**config.mk**
```make
export PLATFORM = sky130hd
export DESIGN_NAME = pipo_shift_ctrl
export DESIGN_NICKNAME = d
export VERILOG_FILES = /design/src/rtl/pipo_shift_ctrl.sv
export SDC_FILE = /design/constraint.sdc
export NUM_CORES = 1
export LEC_CHECK = 0
export CELL_PAD_IN_SITES_DETAIL_PLACEMENT = 2
export CELL_PAD_IN_SITES_GLOBAL_PLACEMENT = 2
export CORE_MARGIN = 1
export CORE_UTILIZATION = 28
export DETAILED_ROUTE_END_ITERATION = 16
export PLACE_DENSITY_LB_ADDON = 0.3
export SLEW_MARGIN = 20
export SYNTH_ARGS = -nofsm -noshare
export SYNTH_HDL_FRONTEND = slang
export SYNTH_SLANG_ARGS = --single-unit
```
**constraint.sdc**
```tcl
create_clock -name clk -period 2 [get_ports clk]
set_input_delay 0.5 -clock clk [delete_from_list [all_inputs] [get_ports clk]]
set_output_delay 0.5 -clock clk [all_outputs]
set_load 0.05 [all_outputs]
```
**src/rtl/pipo_shift_ctrl.sv**
```systemverilog
// Sequencer for an 8-bit load/shift-left pipo register: load a nibble, shift it N times, return Q.
// Optional capture-time self-check of pipo_q enabled by defining PIPO_SHIFT_CTRL_CHECK_EN.
`timescale 1ns/1ps

module pipo_shift_ctrl #(
   parameter int SHAMT_W = 3
) (
   input  logic               clk,
   input  logic               reset,
   input  logic               in_valid,
   output logic               in_ready,
   input  logic [3:0]         in_nibble,
   input  logic [SHAMT_W-1:0] in_shamt,
   output logic [3:0]         pipo_d,
   output logic               pipo_sel,
   input  logic [7:0]         pipo_q,
   output logic               result_valid,
   input  logic               result_ready,
   output logic [7:0]         result,
   output logic               busy,
   output logic               err
);

   typedef enum logic [2:0] {
      S_IDLE,
      S_LOAD,
      S_SHIFT,
      S_CAPTURE,
      S_RESP
   } state_t;

   state_t               r_state;
   state_t               w_next;
   logic [3:0]           r_nibble;
   logic [SHAMT_W-1:0]   r_shamt;
   logic [SHAMT_W-1:0]   r_cnt;
   logic [7:0]           r_result;

   // NOTE: sequential state uses non-blocking (<=) so every register samples pre-edge values.
   always_ff @(posedge clk or posedge reset) begin
      if (reset) r_state <= S_IDLE;
      else       r_state <= w_next;
   end

   // NOTE: w_next gets a default before the case so no path leaves it unassigned (no latch).
   always_comb begin
      w_next = r_state;
      case (r_state)
         S_IDLE:    if (in_valid) w_next = S_LOAD;
         S_LOAD:    w_next = (r_shamt != '0) ? S_SHIFT : S_CAPTURE;
         S_SHIFT:   if (r_cnt == SHAMT_W'(1)) w_next = S_CAPTURE;
         S_CAPTURE: w_next = S_RESP;
         S_RESP:    if (result_ready) w_next = S_IDLE;
         default:   w_next = S_IDLE;
      endcase
   end

   // Pipo outputs are pure decodes of the registered state, so they settle right after the edge.
   always_comb begin
      in_ready     = 1'b0;
      busy         = 1'b1;
      pipo_sel     = 1'b0;
      pipo_d       = 4'd0;
      result_valid = 1'b0;
      case (r_state)
         S_IDLE: begin
            in_ready = 1'b1;
            busy     = 1'b0;
         end
         S_LOAD: begin
            pipo_sel = 1'b1;
            pipo_d   = r_nibble;
         end
         S_RESP:  result_valid = 1'b1;
         default: ;
      endcase
   end

   // Down-counter starts at N and exits at 1, so N = max never wraps.
   always_ff @(posedge clk or posedge reset) begin
      if (reset) begin
         r_nibble <= 4'd0;
         r_shamt  <= '0;
         r_cnt    <= '0;
         r_result <= 8'd0;
      end else begin
         case (r_state)
            S_IDLE: begin
               if (in_valid) begin
                  r_nibble <= in_nibble;
                  r_shamt  <= in_shamt;
               end
            end
            S_LOAD:    r_cnt    <= r_shamt;
            S_SHIFT:   r_cnt    <= r_cnt - SHAMT_W'(1);
            S_CAPTURE: r_result <= pipo_q;
            default: ;
         endcase
      end
   end

   assign result = r_result;

`ifdef PIPO_SHIFT_CTRL_CHECK_EN
   logic [7:0] w_expect;
   logic       r_err;

   assign w_expect = {4'b0000, r_nibble} << r_shamt;

   always_ff @(posedge clk or posedge reset) begin
      if (reset)                                        r_err <= 1'b0;
      else if (r_state == S_CAPTURE && pipo_q != w_expect) r_err <= 1'b1;
   end

   assign err = r_err;
`else
   assign err = 1'b0;
`endif

endmodule

```
Word-level counts from Yosys, hierarchy flattened. Index checks and enable logic that the tools add are counted.

Memory bits (writable): 0. Memories kept: 0. Bits of input ports: 19. Bits in read-only memories: 0. Output and inout port bits: 17. Register bits: 21. Bits in latches: 0.

Reductions and logical operators: 5. Eq/ne operators: 8. Shifts and indexed selects: 0. Muxes and demuxes: 11. Bitwise operators: 0. Divide/modulo/power cells: 0. Magnitude comparators: 0. Multiply operators: 0. Add/subtract/negate cells: 1.

Operator list (count): case mux 3 bit (5 select lines) (1); two-way mux 3 bit (3); equality test 3 x 1 -> 1 bit (second input constant) (2); equality test 3 x 2 -> 1 bit (second input constant) (2); inequality test 2 bit (second input constant) (3); case mux 3 bit (2 select lines) (1); two-way mux 1 bit (5); two-way mux 4 bit (1); equality test 3 bit (second input constant) (1); logical NOT 3 bit (1); AND reduction 3 bit (1); nonzero test 3 bit (1); subtractor 3 x 1 -> 3 bit (second input constant) (1); AND reduction 2 bit (1); nonzero test 2 bit (1).

Depth between registers and ports, before layout.
Word-level depth: 3. Depth in mapped cells: 6. Mapped depth without buffers: 5.

Least setup slack after synthesis. No wires, ideal clock.

Path type: flip-flop to output port. Start point: reg r_state[2]. End point: out pipo_d[0]. Data arrival time: 2.466 ns. Cell stages (with the launch flop): 4. Data required time: 1.500 ns. Setup slack: -0.966 ns. Cell sequence: dfrtp_1 -> clkbuf_1 -> nor3b_1 -> and2_1.

Longest elaborated chain between the ends: 2.

RTL lines: from (decl) (line 32) `state_t r_state;`; from (signal assigned) (line 42) `else r_state <= w_next;`; equality test 3 x 1 -> 1 bit (line 65) `case (r_state)`; two-way mux 4 bit (line 65); to (decl) (line 14) `output logic [3:0] pipo_d,`.

Every way passes these cells.

Worst setup path in the final report.
Start point: reg r_result[5], in the netlist result[5]. End point: out result[5].

RTL lines: from (decl) (line 37) `logic [7:0] r_result;`; from (signal assigned) (line 96) `S_CAPTURE: r_result <= pipo_q;`; to (decl) (line 19) `output logic [7:0] result,`.

No word-level cell between the ends.

==> metrics.md <==
| Metric | Value |
|---|---|
| Fin. max-slew vios | 0 |
| Largest net degree at the start of global routing | 22 |
| RSZ-0062 raised after global routing | false |
| EDFF count, synth | 0 |
| Pre-CTS setup slack | 0.2369 ns |
| Synth Area in Adders | 2.339% |
| Asr flop ratio synth | 100.0% |
| Post-Syn Nets | 109 |
| Yosys cell types | 31 |
| Cell area after layout | 1584 um^2 |
| WL/cell | 15.96 um |
| DIE AREA | 4072 um^2 |
| M1 WL | 1068 um |
| Tot GR Track Use | 15.20% |
| Overall power | 3.057 mW |
| Top layer in use | met4 |
| FMAX | 518.6 MHz |
| Met2 WL post-DR | 1516 um |
| Commonest non-fill, non-tap cells in the layout | clkdlybuf4s50_1, dfrtp_1, mux2_2, mux2_4, buf_12 |
| Clk Latency, worst-skew pair | 0.26 ns |
| Setup-failing EPs final | 0 |
| Worst Path Max Fanout | 2 |
| Cts hold-fix bufs | 0 |
| Peak supply drop | 0.0006464 V |
| Total vias in the final route | 820 |
| Antenna cells | 0 |
| Worst hold path class | reg -> reg |
| Largest family of logic cells by synthesized area | multiplexers |
| Outcome | completed |
| Ys flop type | dfrtp_1 |
| Die W | 63.81 um |
| Nets | 146 |
| Clk slew on worst S/H paths | 0.07 ns |
| Final Hold Viols | 0 |
| CP cell instances | clkdlybuf4s50_1 |
| Number of antenna violations at the first check in global routing | 0 |
| Multiplexer area fraction after synthesis | 18.25% |
| TritonCTS clock tree | done |
| Crit path required time | 1.50 ns |
| Compound-Gate Fraction of Synth Area | 7.368% |
| DRT antenna net count | 0 |
| Core area | 3661 um^2 |
| Final Wtd Congestion | 0.7657 |
| Avg Vias per Cell | 4.767 |
| Sw power | 1.370 mW |
| Vias in the first global route | 954 |
| Register area share after synthesis | 49.12% |
| Area delta synth->final | 48.07% |
| Delay-heaviest family, CP | buffers and inverters |
| Routed wl met3 | 133 um |
| Commonest non-fill, non-tap cell in the layout | clkdlybuf4s50_1 |
| Max stage delay on crit path | 0.82 ns |
| Standard-cell rows | 22 |
| Setup TNS | 0 ns |
| Crit path DAT | 1.43 ns |
| Num Clock Sinks | 21 |
| Critical path startpoint category | flop |
| Die Ht | 63.81 um |
| Mapped Area | 1070 um^2 |
| Leak | 0.6732 nW |
| Pint | 1.687 mW |
| Tcrit/Tclk final | 96.41% |
| Fillers | 382 |
| I/O Pins | 36 |
| Final WS setup | 0.07179 ns |
| Remaining global-route overflow | 0 |
| Top post-synthesis cells by area | dfrtp_1, mux2_4, mux2_2 |
| Htree depth | 1 |
| Mapped Cells | 88 |
| Remaining DRCs | 0 |
| Sw Share | 44.82% |
| Starting Density | 29.22% |
| TritonRoute pass-1 iters | 3 |
| Max-slew headroom | 65.03% |
| Post-DP Area | 1528 um^2 |
| Time the worst path needs with I/O delays and setup | 1.928 ns |
| Clk buf depth | 2 |
| Slew @ Worst Pin | 0.5229 ns |
| Clk_skew | 0.008384 ns |
| Iter 0 DRT Violations | 19 |
| Pwr dens | 1930 nW/um^2 |
| Setup crit end kind | output pin |
| Post-Synth Simple-Gate Area | 15.67% |
| Clock power frac | 9.3% |
| First-pass GRT wire length | 4629 um |
| Max Cap Viol | 0 |
| Fraction of layout cells with a size suffix above 1 | 33.87% |
| Leading area contributor after synthesis | dfrtp_1 |
| Type of the worst setup path | reg -> out |
| Synth top area share | 49.12% |
| Comb power frac | 62.0% |
| Syn. warnings | 0 |
| Slowest-stage cell, CP | clkdlybuf4s50_1 |
| CP bufs+invs | 1 |
| Total wire length | 2745 um |
| Flops & latches, synth | 21 |
| Post-Syn Area per Cell | 12.16 um^2 |
| Total clock buffers created by CTS | 3 |
| Dpl hpwl | 2173 um |
| # port buffers | 34 |
| Flop pwr share | 28.6% |
| Post-synthesis xor/xnor area fraction | 0% |
| CTS root buf | clkbuf_8 |
[area by class of cell]
| class | instances | area [um^2] | area share (%) |
|---|---|---|---|
| multi-input cells | 55 | 491.7 | 31.04 |
| clock buffers | 4 | 45.04 | 2.844 |
| inverters | 6 | 22.52 | 1.422 |
| flip-flops and latches | 21 | 529.3 | 33.41 |
| well taps | 48 | 60.06 | 3.791 |
| repair buffers | 38 | 435.4 | 27.49 |
[synthesized netlist by cell type, types with 2 or more instances]
cell and n:
mux2_4 7, nor3_1 2, nor2b_1 2, inv_1 5, and2_1 6, nor4bb_1 2, a21oi_1 4, nand2b_1 2
dfrtp_1 21, clkbuf_1 2, a211oi_1 3, o21ai_0 4, ha_1 2, mux2_2 8, nand3b_1 2
[timing repair]
action | in CTS | in global routing
cloned | 0 | 0
setup endpoints to repair | 5 | 5
pin swaps | 1 | 1
buffers inserted | 1 | 0
gates resized for setup | 1 | 2
[final timing paths]
| path | endpoint | slack, ns | startpoint | depth (start not counted) |
|---|---|---|---|---|
| worst max-delay path | result[5] | 0.07 | result[5] | 1 |
| worst min-delay path | result[1] | 0.51 | result[1] | 1 |
| worst max register to register | r_shamt[2] | 0.31 | r_state[1] | 4 |
| worst min register to register | result[1] | 0.51 | result[1] | 1 |
| max in group asynchronous | r_state[2] | 1.18 | reset | 3 |
| min in group asynchronous | r_nibble[1] | 0.57 | reset | 3 |
[state kept, by name (all words and copies together) (netlist names)]
register,count
result,8
r_nibble,4
r_cnt,3
r_shamt,3
r_state,3
[through the flow]
stage,hold slack [ns],util [%],cells
after floorplan,0.4765,-,88
after global placement,0.4871,41.73,167
after detailed placement,0.4965,41.73,167
after CTS,0.5143,43.20,172
after global routing,0.5325,43.27,172
final,0.5086,43.27,172
[power groups by stage]
stage,Clock [mW],Sequential (mW),Combinational (mW)
global route,0.306,0.913,2.00
CTS,0.293,0.875,1.92
floorplan,0,1.06,1.07
global placement,0,0.855,1.84
finish,0.285,0.876,1.90
detailed placement,0,0.882,1.90
[routing by layer]
layer / vias to the layer above / track usage [%]
met3: 2 / 5.000
li1: 373 / -
met2: 19 / 29.26
met5: - / 0
met4: 0 / 4.261
met1: 426 / 15.31
[cell families after synthesis]
logic type	after synthesis
simple gates	24
flops	21
mux	15
compound gates	13
buf+inv	12
fa+ha+maj	2
other cells	1
No activity file was read; power rests on OpenSTA's default activity.
